$ cat src/rtl/rr_sel_sequencer.sv
// Round-robin sequencer driving a 2-to-4 select decoder: one grant at a time, bounded dwell,
// one-cycle dead gap between grants. All outputs registered; grant appears 1 cycle after request.
module rr_sel_sequencer #(
  parameter int DWELL = 8,
  parameter int CNT_W = 4
) (
  input  logic       clk,
  input  logic       rst_n,
  input  logic [3:0] req,
  input  logic       done,
  output logic [1:0] sel,
  output logic       en,
  output logic       busy,
  output logic       timeout
);

  typedef enum logic [1:0] {IDLE, GRANT, GAP} state_t;

  state_t             state_q, state_d;
  logic [1:0]         sel_q, sel_d;
  logic [1:0]         ptr_q, ptr_d;
  logic               en_q, en_d;
  logic               busy_q, busy_d;
  logic               timeout_q, timeout_d;
  logic [CNT_W-1:0]   cnt_q, cnt_d;

  logic [1:0]         win;
  logic [1:0]         idx;
  logic               found;
  logic               expire;

  // Circular search starting just after the last-served channel, so it ends up lowest priority.
  always_comb begin
    win   = ptr_q;
    idx   = ptr_q;
    found = 1'b0;
    for (int k = 1; k <= 4; k++) begin
      idx = ptr_q + 2'(k);
      if (!found && req[idx]) begin
        win   = idx;
        found = 1'b1;
      end
    end
  end

  assign expire = (cnt_q == CNT_W'(DWELL - 1));

  always_comb begin
    state_d   = state_q;
    sel_d     = sel_q;
    ptr_d     = ptr_q;
    en_d      = en_q;
    busy_d    = busy_q;
    timeout_d = 1'b0;
    cnt_d     = cnt_q;
    case (state_q)
      IDLE, GAP: begin
        if (found) begin
          state_d = GRANT;
          sel_d   = win;
          ptr_d   = win;
          en_d    = 1'b1;
          busy_d  = 1'b1;
          cnt_d   = '0;
        end else begin
          state_d = IDLE;
          en_d    = 1'b0;
          busy_d  = 1'b0;
        end
      end
      GRANT: begin
        if (done || !req[sel_q] || expire) begin
          state_d   = GAP;
          en_d      = 1'b0;
          cnt_d     = '0;
          // done and withdrawal both take precedence over expiry
          timeout_d = !done && req[sel_q];
        end else begin
          cnt_d = cnt_q + 1'b1;
        end
      end
      default: begin
        state_d = IDLE;
        en_d    = 1'b0;
        busy_d  = 1'b0;
      end
    endcase
  end

  always_ff @(posedge clk) begin
    if (!rst_n) begin
      state_q   <= IDLE;
      sel_q     <= 2'd0;
      ptr_q     <= 2'd3;
      en_q      <= 1'b0;
      busy_q    <= 1'b0;
      timeout_q <= 1'b0;
      cnt_q     <= '0;
    end else begin
      state_q   <= state_d;
      sel_q     <= sel_d;
      ptr_q     <= ptr_d;
      en_q      <= en_d;
      busy_q    <= busy_d;
      timeout_q <= timeout_d;
      cnt_q     <= cnt_d;
    end
  end

  assign sel     = sel_q;
  assign en      = en_q;
  assign busy    = busy_q;
  assign timeout = timeout_q;

endmodule
$ cat config.mk
export PLATFORM = sky130hd
export DESIGN_NAME = rr_sel_sequencer
export DESIGN_NICKNAME = d
export VERILOG_FILES = /design/src/rtl/rr_sel_sequencer.sv
export SDC_FILE = /design/constraint.sdc
export NUM_CORES = 1
export LEC_CHECK = 0
export CORE_AREA = 10 10 47 49
export CTS_CLUSTER_SIZE = 10
export DETAILED_ROUTE_END_ITERATION = 7
export DIE_AREA = 0 0 57 59
export GPL_TIMING_DRIVEN = 0
export PLACE_DENSITY = 0.75
export SLEW_MARGIN = 20
export SYNTH_ARGS = -nofsm -noshare
export SYNTH_HDL_FRONTEND = slang
export SYNTH_SLANG_ARGS = --single-unit
$ cat constraint.sdc
create_clock -name clk -period 2.95 [get_ports clk]
set_input_delay 0.295 -clock clk [delete_from_list [all_inputs] [get_ports clk]]
set_output_delay 0.295 -clock clk [all_outputs]
set_load 0.005 [all_outputs]
==> impl_metrics.ini, run 1 <==
[layout]
multi_input_area_um2 = 372
final_util = 0.571
instances_no_fill = 102
seq_area_um2 = 260
n_fill_cell = 142
drive_gt1_frac = 0.105
fin_nets = 95
insertedDiodeCount = 0
area_growth_pct = 24.3

[clock_network]
cts_buffers = 3
clk_path_buf_depth = 2
post_cts_buffers = 0
clk_latency_ps = 280
path_clk_slew_ps = 80
clock_sinks = 13
cts-hold-fix-buffers = 0
cts_root_buf = clkbuf_4
ctsHtreeMaxLevel = 1
cts_tree = yes
cts_resized = 0

[synthesis]
synth_edf_count = 0
yosysMostFrequentCell = dfxtp_1
synth_area_leaders = dfxtp_1 40%, a21oi_1 5.4%, mux2i_1 4.7%, nor2_1 4.1%, mux2_2 3.5%
synth_top_area_frac = 0.404
avgSynthCellArea_um2 = 9.08
syn-cell-area_um2 = 644
synth.top_cells.by_count = 13 x dfxtp_1, 7 x a21oi_1, 7 x nor2_1, 5 x nand2_1
yosysUniqueCellTypes = 30
ys_seq_elements = 13
ys.flop_type = dfxtp_1
synth_nets = 79
synth_area_leader_cell = dfxtp_1
ys.warnings.count = 0
async_flop_share = 0
syn-instance-count = 71
ys_seq_area_frac = 0.404

[route]
wl_per_cell_um = 14.1
vias = 567
first_pass_iters = 4
vias_per_cell = 5.56
drt_iter0_drc = 9
wl_um = 1440
antenna_left = 0
drc_errors = 0

[global_route]
antenna_found_initial = 0
grt_usage = 0.0950
overflow = 0
first_global_vias = 538
grt_pass1_wl_um = 2550
grt_max_degree = 11

[timing]
tns_ps = 0
rsz0062_at_grt = no
maxSlewViolCount = 0
fin_crit_ps = 1550
final-hold-violation-count = 0
worst_pin_slew_ps = 339
setup_viol = 0
min_period_over_period = 0.524
fmax_ghz = 0.647
slew_headroom = 0.772
skew_ps = 5.06

[worst_setup_path]
reg2reg_setup_slack_ps = 1580
r2r_start = sel[0]
crit_chain = clkdlybuf4s50_1 > nor4_2 > or2_1 > nor4b_2 > o21ai_1
start_kind = input port
rr_worst_depth = 3
worstPathArrival_ps = 1720
cp-end-kind = register
crit_type = in -> reg
required_ps = 3120
cpPeakStageDelay_ps = 570
reg2reg_to = state_q[1]
crit_slowest_cell = clkdlybuf4s50_1
cp_max_fo = 5

[worst_hold_path]
min_path_type = reg -> reg
min_from = busy
holdPathStages = 2
hold_end = busy

[power]
power_leakage_nw = 0.284
p_per_area_nw_per_um2 = 490
power_uw = 392
ir_drop_uv = 369

[placed_design]
dp_cells = 98
gp_congestion = 0.810
dpl.hpwl_um = 1060
port_buffers = 11

[floorplanning]
die_w_um = 57
start_util = 0.460
die_y_um = 59
rows = 14
core_area_um2 = 1400
ios = 12
dieArea_um2 = 3360

[run]
cap_violations = 0

[status]
status = finished clean
cell usage in the layout, fill, tap and decap left out, drive strengths merged:
master / instances
a21oi: 7
nand2b: 3
a311oi: 1
o22ai: 1
nand3b: 2
clkbuf: 4
nor3b: 1
o21ai: 3
a31oi: 2
o221ai: 1
nand2: 5
and2b: 1
and2: 1
mux2: 2
nor3: 1
inv: 2
nor4b: 1
nor2b: 2
nand4: 2
a2111oi: 1
a32oi: 1
mux2i: 3
buf: 1
a211oi: 1
clkdlybuf4s50: 11
or2: 2
nor4: 1
ha: 1
dfxtp: 13
nor2: 7
nand3: 2
through the flow:
stage          hold slack [ps]  setup slack, ps  area [um2]
5_1_grt                    500             1280         801
2_1_floorplan              375             1730         644
3_3_place_gp               446             1130         774
4_1_cts                    459             1400         801
6_report                   459             1400         801
3_5_place_dp               448             1120         774
flip-flops by register name (all words and copies together) (netlist names):
signal	flops
state_q	2
en	1
busy	1
ptr_q	2
sel	2
cnt_q	4
timeout	1
worst max path at each step:
stage,cells after the start,from,end
4_1_cts,1,sel[0],sel[0]
3_3_place_gp,5,req[0],ptr_q[0]
5_1_grt,4,req[0],cnt_q[2]
2_1_floorplan,3,sel[0],state_q[1]
6_report,5,req[0],ptr_q[0]
3_5_place_dp,5,req[0],ptr_q[0]
logic make-up (layout without fill, tap and decap cells):
logic type / after synthesis / after routing / share of synthesized area
flops: 13 / 13 / 0.404
mux: 5 / 5 / 0.0816
fa+ha+maj: 1 / 1 / 0.0194
compound gates: 18 / 18 / 0.196
buf+inv: 3 / 18 / 0.0194
simple gates: 31 / 31 / 0.280
report_power, final:
group	total, mW	internal, mW	leakage, nW	switching (mW)
Sequential	0.199	0.188	0.107	0.0112
Combinational	0.0827	0.0421	0.162	0.0405
Clock	0.111	0.0526	0.0150	0.0579
worst max-delay path: cells and delay by family:
kind                   cells  cell delay, ps
and+or+nand+nor            3             750
buffers and inverters      1             570
AOI/OAI and AO/OA          1             100
per-layer routing:
layer | GRT usage | part of all wire | routed length [um] | vias up
li1 | - | - | - | 292
met1 | 0.106 | 0.48 | 683 | 256
met2 | 0.141 | 0.43 | 611 | 17
met3 | 0.0536 | 0.081 | 117 | 2
met4 | 0.0503 | 0.017 | 24 | 0
met5 | 0 | 0 | 0 | -
final cells by class:
class,instances,area share
Timing Repair Buffer,11,0.138
Clock buffer,4,0.0328
Multi-Input combinational cell,55,0.464
Buffer,1,0.00625
Inverter,2,0.00938
Tap cell,16,0.0250
Sequential cell,13,0.325
Power figures use the tool's default switching activity.
==> run 2, diff against run 1 <==
--- a/config.mk
+++ b/config.mk
@@ -5,12 +5,12 @@
 export SDC_FILE = /design/constraint.sdc
 export NUM_CORES = 1
 export LEC_CHECK = 0
-export CORE_AREA = 10 10 47 49
+export CORE_MARGIN = 10
+export CORE_UTILIZATION = 48
 export CTS_CLUSTER_SIZE = 10
 export DETAILED_ROUTE_END_ITERATION = 7
-export DIE_AREA = 0 0 57 59
 export GPL_TIMING_DRIVEN = 0
-export PLACE_DENSITY = 0.75
+export PLACE_DENSITY = 0.74
 export SLEW_MARGIN = 20
 export SYNTH_ARGS = -nofsm -noshare
 export SYNTH_HDL_FRONTEND = slang
==> constraint.sdc (replaced) <==
create_clock -name clk -period 1.5 [get_ports clk]
set_input_delay 0.15 -clock clk [delete_from_list [all_inputs] [get_ports clk]]
set_output_delay 0.15 -clock clk [all_outputs]
set_load 0.005 [all_outputs]
==> run 2 against run 1 <==
Compared with the run above: via count grew 0.71%; sequential cell count unchanged; final cell count is 0.98% lower; first-iteration DRC count fell by 44%; die area decreased by 4.6%; clock-buffer cell count did not move; clock skew increased by 1.5 ps; clock power is 86% higher; worst hold slack got worse by 48 ps; final area is 1.9% higher; sequential power increased by 96%.
==> impl_metrics.ini, run 2 (synthesis gave the netlist of run 1 again) <==
[status]
status = finished clean

[power]
ir_drop_uv = 589
p_per_area_nw_per_um2 = 936
power_leakage_nw = 0.313

[route]
wl_per_cell_um = 14.2
wl_um = 1430
vias_per_cell = 5.65
drc_errors = 0
vias = 571
drt_iter0_drc = 5
antenna_left = 0
first_pass_iters = 4

[worst_setup_path]
crit_type = in -> reg
crit_slowest_cell = clkdlybuf4s50_1
worstPathArrival_ps = 1590
cp_max_fo = 5
start_kind = input port
crit_chain = clkdlybuf4s50_1 > nor4_4 > or2_1 > nor4b_2 > o21ai_1
cp-end-kind = register
cpPeakStageDelay_ps = 600
crit_family = simple AND/OR/NAND/NOR gates
r2r_start = cnt_q[0]
worst-path-buf-inv = 1
required_ps = 1660
crit_start = req[0]

[placed_design]
gp_congestion = 0.711
dp_cells = 97
dpl.hpwl_um = 1110
port_buffers = 11
dp_slack_ps = -199

[floorplanning]
die_w_um = 56.6
die_y_um = 56.6
rows = 13
core_area_um2 = 1280
dieArea_um2 = 3210
start_util = 0.501
ios = 12

[global_route]
overflow = 0
grt_use_met2 = 0.155
grt_pass1_wl_um = 2550
busiest_layer = met2
first_global_vias = 581
met3_usage = 0.0472
grt_use_met1 = 0.102
grt_usage = 0.0952
antenna_found_initial = 0
grt_max_degree = 11

[timing]
slew_headroom = 0.769
rsz0062_at_grt = no
tns_ps = 0
fmax_ghz = 0.697
maxSlewViolCount = 0
hold_slack_ps = 411
setup_viol = 0
setup_ws_ps = 64.4
skew_ps = 6.61
fin_crit_ps = 1440
min_period_over_period = 0.957
final-hold-violation-count = 0
worst_pin_slew_ps = 337

[layout]
instances_no_fill = 101
area_growth_pct = 26.6
final_common_cell = dfxtp_1
insertedDiodeCount = 0
largest_reg_flops = 4
final_util = 0.635
largest_register = cnt_q
layout_common_cells = 13 x dfxtp_1, 8 x clkdlybuf4s50_1, 7 x a21oi_1, 7 x nor2_1, 5 x nand2_1
fin_nets = 95
drive_gt1_frac = 0.105

[clock_network]
cts_buffers = 3
ctsHtreeMaxLevel = 1
post_cts_buffers = 0
cts_root_buf = clkbuf_4
clock_sinks = 13
clk_latency_ps = 270
path_clk_slew_ps = 80
clk_path_buf_depth = 2
cts_tree = yes

[run]
cap_violations = 0

[worst_hold_path]
min_from = req[3]
min_path_type = in -> reg
-- run 2: final timing paths --
kind	slack, ps	endpoint	cells after the start
setup reg to reg	150	cnt_q[0]	5
setup / recovery	60	ptr_q[0]	5
hold / removal	410	ptr_q[1]	3
hold reg to reg	460	busy	2
-- run 2: power by group --
group          total [mW]  internal, mW  switching (mW)
Clock               0.207         0.103           0.104
Sequential          0.391         0.369          0.0216
Combinational       0.165        0.0827          0.0823
-- run 2: cell type report --
| class | count | area (um2) |
|---|---|---|
| Fill cell | 114 | 469 |
| Multi-Input combinational cell | 55 | 380 |
| Sequential cell | 13 | 260 |
| Timing Repair Buffer | 11 | 118 |
| Clock buffer | 4 | 26.3 |
| Tap cell | 15 | 18.8 |
| Inverter | 2 | 7.51 |
| Buffer | 1 | 5.00 |
-- run 2: worst register-to-register path: stages, from the launching register on --
cell and delay (ps):
dfxtp_1 340, ha_1 230, nand3b_1 130, and2_1 250, a21oi_1 100, a211oi_1 210
-- run 2: repair_timing --
item | CTS | global route
hold buffers | 0 | 0
gates resized for setup | 0 | 4
endpoints found under the setup margin | 0 | 3
endpoints found under the hold margin | 0 | 0
-- run 2: metal layers --
layer	vias to the layer above	routed length (um)
met5	-	0
met4	0	0
met3	0	109
met2	14	665
met1	264	659
li1	293	-
-- run 2: per-stage QoR --
step	power, mW	area (um2)
floorplan	0.494	644
global placement	0.558	773
detailed placement	0.563	773
CTS	0.775	800
global route	0.806	816
finish	0.763	816
==> RTL change (flow settings as in run 1) <==
Set the parameter `CNT_W` to 6 (it was 4).
--- a/src/rtl/rr_sel_sequencer.sv
+++ b/src/rtl/rr_sel_sequencer.sv
@@ -2,7 +2,7 @@
 // one-cycle dead gap between grants. All outputs registered; grant appears 1 cycle after request.
 module rr_sel_sequencer #(
   parameter int DWELL = 8,
-  parameter int CNT_W = 4
+  parameter int CNT_W = 6
 ) (
   input  logic       clk,
   input  logic       rst_n,
Check against the original RTL: same outputs for any inputs over 10 cycles, from zero or initial values and one cycle with rst_n low; that may be too few to reach the edited logic, so the function may still have changed.
==> RTL change against run 1 <==
- sequential share of layout area rose by 0.56 points
- fmax fell by 7.6%
- sequential cell count rose by 2
- register-to-register slack got worse by 230 ps
- final area rose by 13%
- worst setup slack got worse by 130 ps
- critical path depth did not move
- first-iteration DRC count rose by 89%
- synthesized area rose by 17%
- routed wire length rose by 19%
- via count rose by 23%
- worst hold slack improved by 25 ps
- total power rose by 7.2%
- non-clock buffer count rose by 1
==> RTL change: results (changes against run 1) <==
- Clock Path Buffers: 2 (unchanged)
- Met3 Usage GRT: 3.43% (-1.9 points)
- Status: complete, no violations
- Mapped Nets: 95 (+20%)
- Complex-gate fraction of the synthesized area: 20.5% (+0.85 points)
- Leak: 0.000324 uW (+14%)
- Max FFs per register: 6 (+2)
- Slew HR: 62.3% (-15 points)
- Register area share after synthesis: 39.9% (-0.45 points)
- Worst reg2reg path depth: 5 (+2)
- All-Layer GR Usage: 9.84% (+0.34 points)
- Worst Hold Endpoint: en
- DR iter-0 viols: 17 (+8)
- Post-DP HPWL: 1240 um (+18%)
- Seq pwr share: 54.3% (+3.6 points)
- Combinational power: 76.3 uW (-7.7%)
- M2 GR Usage: 14.0% (-0.16 points)
- Fill count: 126 (-11%)
- End of the worst register-to-register path: cnt_q[3]
- Routed WL per cell: 14.4 um (+2.4%)
- Via density per instance: 5.91 (+6.3%)
- P_sw: 113 uW (+3.4%)
- First-pass GRT wire length: 2750 um (+7.6%)
- Synth area leaders: dfxtp_1, nand3b_1, a21oi_1
- Synth cell count leaders: dfxtp_1, nand2_1, a21oi_1, nor2_1
- Crit path DAT: 1890 ps (+170 ps)
- M1 GR Usage: 12.7% (+2.1 points)
- Distinct cells, synth: 33 (+10%)
- Switching share of total power: 27.0% (-0.97 points)
- Reg2reg start: sel[1]
- Share of layout cells above drive strength 1: 7.84% (-2.6 points)
- Placer congestion estimate: 0.808 (-0.23%)
- Worst clock skew: 3.60 ps (-1.46 ps)
- Final #Nets: 111 (+17%)
- Hold path startpoint: en
- Multiplexer share of the synthesized area: 5.49% (-2.7 points)
- Maximum vdd drop: 0.337 mV (-8.7%)
- Adder-cell share of the synthesized area: 1.66% (-0.28 points)
RTL change: cell count changes after synthesis, moves of 2 or more:
cell      delta
dfxtp_1      +2
nand3b_1     +3
and3_1       +2
nand2b_1     -3
inv_1        +2
or2_1        -2
o211ai_1     +3
nand2_1      +3
nand3_1      +3
o21ai_0      +2
RTL change: final cells by class:
class                   instances  area share (%)
multi-input cells              66            46.3
flip-flops and latches         15            33.1
repair buffers                 11            12.1
clock buffers                   4            2.89
well taps                      16            2.20
plain buffers                   2            1.79
inverters                       4            1.65
RTL change: logic make-up (layout without fill, tap and decap cells):
family,after synthesis,count (layout)
buf+inv,6,21
compound gates,23,23
fa+ha+maj,1,1
flops,15,15
simple gates,38,38
mux,4,4
RTL change: worst max-delay path: stages:
cell and delay [ps]:
clkdlybuf4s50_1 470, nor4_1 560, mux2_2 340, nand2_1 70, a31oi_1 150
RTL change: how the worst max path moves through the flow:
stage,startpoint,to,cells after the start
2_1_floorplan,sel[1],cnt_q[3],5
3_3_place_gp,req[2],cnt_q[3],5
3_5_place_dp,req[2],cnt_q[3],5
4_1_cts,req[2],cnt_q[3],5
5_1_grt,req[2],cnt_q[3],5
6_report,req[2],cnt_q[3],5
RTL change: stage by stage:
stage	instance area [um2]	hold slack [ps]	setup slack, ps	cells	utilization, %
final	908	484	1280	118	64.8
after CTS	908	480	1280	118	64.8
after floorplan	752	384	1450	87	-
after global placement	882	461	963	114	62.9
after detailed placement	882	462	996	114	62.9
after global routing	908	516	1130	118	64.8
RTL change: layer usage:
layer	vias up	routed length (um)	part of all wire, %
li1	360	-	-
met1	323	849	50
met2	12	739	43
met3	2	97	5.7
met4	0	17	1.0
met5	-	0	0
